File: src/rtl/mem_io_capture.sv
// Passive snooper: queues CPU stores that hit the memory-mapped I/O window and drains them over valid/ready.
// Optional IO_CAPTURE_TS_EN adds a per-entry 16-bit capture timestamp on out_ts.
module mem_io_capture #(
   parameter logic [7:0] IO_BASE = 8'hF0,
   parameter int         IO_SIZE = 16,
   parameter int         DEPTH   = 8
) (
   input  logic                     clk,
   input  logic                     rst,
   input  logic                     mem_rw,
   input  logic [7:0]               mem_addr,
   input  logic [15:0]              mem_d,
   output logic                     out_valid,
   input  logic                     out_ready,
   output logic [7:0]               out_addr,
   output logic [15:0]              out_data,
`ifdef IO_CAPTURE_TS_EN
   output logic [15:0]              out_ts,
`endif
   output logic [$clog2(DEPTH):0]   level,
   output logic                     overflow,
   output logic [7:0]               drop_cnt,
   input  logic                     clr_ovf
);

   localparam int AW = $clog2(DEPTH);
`ifdef IO_CAPTURE_TS_EN
   localparam int EW = 40;
`else
   localparam int EW = 24;
`endif
   // Window bounds kept wider than the address so the end can sit past 8'hFF without wrapping.
   localparam logic [9:0] WIN_LO = {2'b00, IO_BASE};
   localparam logic [9:0] WIN_HI = 10'(int'(IO_BASE) + IO_SIZE);

   logic [EW-1:0] fifo_mem [DEPTH];
   logic [AW:0]   wr_ptr;
   logic [AW:0]   rd_ptr;
   logic          mem_rw_q;
   logic [9:0]    addr_ext;
   logic          in_window;
   logic          capture;
   logic          full;
   logic          pop;
   logic          wr_en;
   logic          drop;
   logic [EW-1:0] entry;
   logic [EW-1:0] head;

   assign addr_ext  = {2'b00, mem_addr};
   assign in_window = (addr_ext >= WIN_LO) && (addr_ext < WIN_HI);
   assign capture   = mem_rw && !mem_rw_q && in_window;

   assign level     = wr_ptr - rd_ptr;
   assign full      = (level == (AW+1)'(DEPTH));
   assign out_valid = (level != '0);
   assign pop       = out_valid && out_ready;
   // A pop on the same edge frees the slot, so a full FIFO can still accept.
   assign wr_en     = capture && (!full || pop);
   assign drop      = capture && full && !pop;

`ifdef IO_CAPTURE_TS_EN
   logic [15:0] ts_cnt;

   always_ff @(posedge clk or negedge rst) begin
      if (!rst) ts_cnt <= 16'h0000;
      else      ts_cnt <= ts_cnt + 16'h0001;
   end

   assign entry  = {ts_cnt, mem_addr, mem_d};
   assign out_ts = out_valid ? head[39:24] : 16'h0000;
`else
   assign entry  = {mem_addr, mem_d};
`endif

   assign head     = fifo_mem[rd_ptr[AW-1:0]];
   assign out_addr = out_valid ? head[23:16] : 8'h00;
   assign out_data = out_valid ? head[15:0]  : 16'h0000;

   always_ff @(posedge clk) begin
      if (wr_en) fifo_mem[wr_ptr[AW-1:0]] <= entry;
   end

   // mem_rw_q resets high so a store already in progress at release is not captured.
   always_ff @(posedge clk or negedge rst) begin
      if (!rst) begin
         wr_ptr   <= '0;
         rd_ptr   <= '0;
         mem_rw_q <= 1'b1;
      end else begin
         mem_rw_q <= mem_rw;
         if (wr_en) wr_ptr <= wr_ptr + 1'b1;
         if (pop)   rd_ptr <= rd_ptr + 1'b1;
      end
   end

   always_ff @(posedge clk or negedge rst) begin
      if (!rst) begin
         overflow <= 1'b0;
         drop_cnt <= 8'h00;
      end else if (clr_ovf) begin
         overflow <= drop;
         drop_cnt <= drop ? 8'h01 : 8'h00;
      end else if (drop) begin
         overflow <= 1'b1;
         if (drop_cnt != 8'hFF) drop_cnt <= drop_cnt + 8'h01;
      end
   end

endmodule

File: config.mk
export PLATFORM = sky130hd
export DESIGN_NAME = mem_io_capture
export DESIGN_NICKNAME = d
export VERILOG_FILES = /design/src/rtl/mem_io_capture.sv
export SDC_FILE = /design/constraint.sdc
export NUM_CORES = 1
export LEC_CHECK = 0
export CAP_MARGIN = 15
export CORE_MARGIN = 5
export CORE_UTILIZATION = 58
export DETAILED_ROUTE_END_ITERATION = 10
export GPL_TIMING_DRIVEN = 1
export PLACE_DENSITY = 0.87
export SKIP_CTS_REPAIR_TIMING = 1
export SYNTH_ARGS = -nofsm -noshare
export SYNTH_HDL_FRONTEND = slang
export SYNTH_SLANG_ARGS = --single-unit
File: constraint.sdc
create_clock -name clk -period 6.6 [get_ports clk]
set_clock_uncertainty 0.05 [all_clocks]
set_input_delay 1.65 -clock clk [delete_from_list [all_inputs] [get_ports clk]]
set_output_delay 1.65 -clock clk [all_outputs]
set_load 0.02 [all_outputs]
==> Flow_metrics.wiki <==
{| class="wikitable"
! Metric !! Value
|-
| Area used by sequential logic in the layout || 6222 sq um
|-
| Via count of the first global-routing pass || 4868
|-
| First-pass GRT wire length || 28.50 mm
|-
| Fraction of the yosys area taken by sequential cells || 73.90%
|-
| TritonCTS clock tree || yes
|-
| Cts bufs inserted || 20
|-
| Fin cells || 734
|-
| Final-layout fill cell count || 836
|-
| Floorplan die area || 17010 sq um
|-
| Most common flop cell mapped by yosys || edfxtp_1
|-
| Final Instance Area || 10100 sq um
|-
| Core box area || 14370 sq um
|-
| GR Util All Layers || 22.56%
|-
| Element type at the critical path start || flip-flop
|-
| Register bit total from synthesis || 210
|-
| Post-layout net count || 573
|-
| Status || finished clean
|-
| # H-tree levels || 1
|-
| Critical path class || reg2out
|-
| Area taken by multi-input logic gates || 2096 sq um
|-
| Flop-to-flop setup slack || 2590 ps
|-
| Number of DRC violations after detailed routing || 0
|-
| Arrival time at the worst endpoint || 3720 ps
|-
| Overall routed net length || 18.34 mm
|-
| Hold path endpoint || overflow$_DFFE_PN0P_
|-
| Largest stage delay, worst path || 620 ps
|-
| Reg2reg path depth || 10
|-
| Placed Area || 9400 sq um
|-
| Relative area change from synthesis to final layout || 20.02%
|-
| Final GP Congestion || 0.7618
|-
| Port Buffers || 66
|-
| Endpoint of the most critical register-to-register path || fifo_mem[5][15]$_DFFE_PP_
|-
| Netlist cell types || 49
|-
| Total number of clock tree sinks || 210
|-
| Skew-Pair Late Insertion Delay || 490 ps
|-
| Std cell rows || 44
|-
| Achievable Freq || 184.5 MHz
|-
| Final setup fails || 0
|-
| Critical path peak fanout || 15
|-
| Number of cells after detailed placement || 699
|-
| Number of synthesized flops with an enable pin || 192
|-
| Static Leak || 3.340 nW
|-
| Setup repair after global routing missed its margin || false
|-
| Setup total negative slack || 0 ps
|-
| Hold WS || 501.1 ps
|-
| Cells traversed along the worst timing path || inv_1 -> ha_1 -> inv_1 -> fa_1 -> or3_1 -> nor3_4 -> buf_4 -> a21oi_1 -> clkdlybuf4s50_1
|-
| Cell family with the largest share of critical-path delay || buffers and inverters
|-
| Syn Area/Cell || 18.57 sq um
|-
| Max capacitance violation total || 0
|-
| Number of buffers and inverters on the critical path || 4
|-
| Post-detail-place hpwl || 10.60 mm
|-
| Cell types occupying the most area after synthesis || edfxtp_1 (69%), mux4_2 (13%), dfrtp_1 (5.1%)
|-
| Critical path required time || 4900 ps
|-
| Crit share post-route || 82.14%
|-
| Critical Path End Type || output port
|-
| Average via count per standard cell || 6.342
|-
| Share of layout cells above drive strength 1 || 21.64%
|-
| Hold Vio Cnt, Final || 0
|-
| Clock period minus final worst setup slack || 5421 ps
|-
| Global route total overflow || 0
|-
| Diodes inserted || 0
|-
| Max-slew violation total from the final report || 0
|-
| Fraction of synthesized cell area taken by the top area cell type || 68.53%
|-
| Min-Delay Startpoint || overflow$_DFFE_PN0P_
|-
| Overall power of the completed layout || 4.330 mW
|-
| Final ANT Viol Nets || 0
|-
| Async set-reset flop share out of synthesis || 8.571%
|-
| Cells on Worst Hold Path || 2
|-
| Initial Utilization || 58.55%
|-
| VDD IR max || 0.3234 mV
|-
| Total number of vias || 4655
|-
| Number of iterations in the first detailed-routing pass || 5
|-
| FF-to-FF Start || wr_ptr[0]$_DFFE_PN0P_
|-
| Synth Cell Area || 8413 sq um
|-
| Cell count after synthesis || 453
|-
| Relative slew slack || 34.25%
|-
| Worst Max-Slew Pin Slew || 980.9 ps
|-
| Worst-case clock buffer depth || 3
|-
| DRC marker count from the first detailed-route iteration || 552
|-
| Initial antenna violation count || 0
|-
| Syn nets || 489
|-
| Yosys synthesis warning count || 0
|-
| Ports placed on the boundary || 67
|-
| PD cells || 428.9 nW/um^2
|-
| Y dimension of the die || 130.4 um
|-
| Hold Crit Class || reg2reg
|-
| Cell mode on critical path || inv_1
|-
| Yosys top cell by area || edfxtp_1
|-
| Die width || 130.4 um
|-
| Buffer type at the clock tree root || clkbuf_16
|-
| Largest net degree at the start of global routing || 52
|-
| Average wire per standard cell || 24.98 um
|-
| Library cell contributing the largest single delay on the critical path || dfrtp_1
|-
| Clock-pin transition on the worst setup and hold timing paths || 60 ps
|}
-- cells by family (layout without fill, tap and decap cells) --
family | after synthesis | count (layout) | synth area share (%)
AO/OA/AOI/OAI | 48 | 48 | 3.465
XOR/XNOR | 8 | 8 | 0.8329
adder cells (fa/ha/maj) | 7 | 7 | 1.130
buffers and inverters | 35 | 132 | 1.755
flip-flops | 210 | 210 | 73.90
multiplexers | 51 | 51 | 13.24
AND/OR/NAND/NOR | 94 | 94 | 5.681
-- flip-flops by register name, summed over array words and instances (netlist names) --
| name | count |
|---|---|
| fifo_mem | 192 |
| drop_cnt | 8 |
| rd_ptr | 4 |
| wr_ptr | 4 |
| mem_rw_q | 1 |
| overflow | 1 |
-- worst max path at each step --
stage | from | endpoint | slack (ps) | depth (start not counted)
floorplan | rd_ptr[1]$_DFFE_PN0P_ | fifo_mem[4][0]$_DFFE_PP_ | 1100 | 9
global placement | wr_ptr[0]$_DFFE_PN0P_ | out_addr[6] | 1880 | 9
detailed placement | wr_ptr[0]$_DFFE_PN0P_ | out_addr[6] | 1800 | 9
CTS | wr_ptr[0]$_DFFE_PN0P_ | out_addr[6] | 1200 | 9
global route | wr_ptr[0]$_DFFE_PN0P_ | out_addr[6] | 1020 | 9
finish | wr_ptr[0]$_DFFE_PN0P_ | out_addr[6] | 1180 | 9
-- cells in the mapped netlist (4+ instances only) --
cell / count
a21oi_1: 32
buf_2: 7
clkbuf_1: 15
dfrtp_1: 17
edfxtp_1: 192
ha_1: 6
inv_1: 9
mux4_2: 48
nand2_1: 55
nand3_1: 5
nand4_1: 4
nor2_1: 4
nor3_1: 5
o31ai_1: 5
or4_1: 4
xnor2_1: 6
-- layer usage --
layer  GRT usage [%]  wire (um)  vias up
met5               0          0        -
met1           30.82       7006     2416
li1                -          -     1974
met2           38.65       9528      232
met3           3.902       1411       33
met4           5.566        389        0
-- metrics by stage --
step	utilization, %	setup WS, ps
detailed placement	65.42	1799
global placement	65.42	1880
CTS	70.27	1202
global route	70.27	1021
floorplan	-	1105
finish	70.27	1179
-- area by class of cell --
type / instances / share of cell area, %
Clock buffer: 23 / 5.279
Clock inverter: 12 / 1.623
Inverter: 11 / 0.4089
Multi-Input combinational cell: 208 / 20.76
Sequential cell: 210 / 61.62
Tap cell: 184 / 2.280
Timing Repair Buffer: 86 / 8.030
-- power by group --
part           total, mW  switching [mW]  leakage [nW]  internal (mW)
Sequential          1.52          0.0381          1.96           1.48
Clock               1.20           0.468         0.341          0.736
Combinational       1.61           0.893          1.04          0.718
-- cell usage in the layout (no fill, tap or decap), drive strengths merged, types with 2 or more instances in the layout --
cell type      netlist  final
or4                  4      4
o21ai                3      3
nand2               55     55
o31ai                5      5
clkinv               1      8
edfxtp             192    192
nor3b                3      3
xor2                 2      2
nand3                6      6
ha                   6      6
mux4                48     48
nor2                 5      5
buf                  9     20
nor3                 6      6
nand4                4      4
a21oi               33     33
inv                 10     10
clkdlybuf4s50        0     66
o41ai                2      2
clkbuf              15     23
and3                 2      2
xnor2                6      6
nor4                 3      3
mux2                 2      2
dfrtp               17     17
bufinv               0      4
o211ai               2      2
-- worst register-to-register path, stage by stage, from the launching register on --
cell and delay (ps):
dfrtp_1 540, inv_1 260, ha_1 200, inv_1 50
fa_1 380, xor2_1 290, or3_1 290, or2_1 290
o21ai_4 140, nor3_2 820, buf_4 400
(Power assumes the default switching activity.)
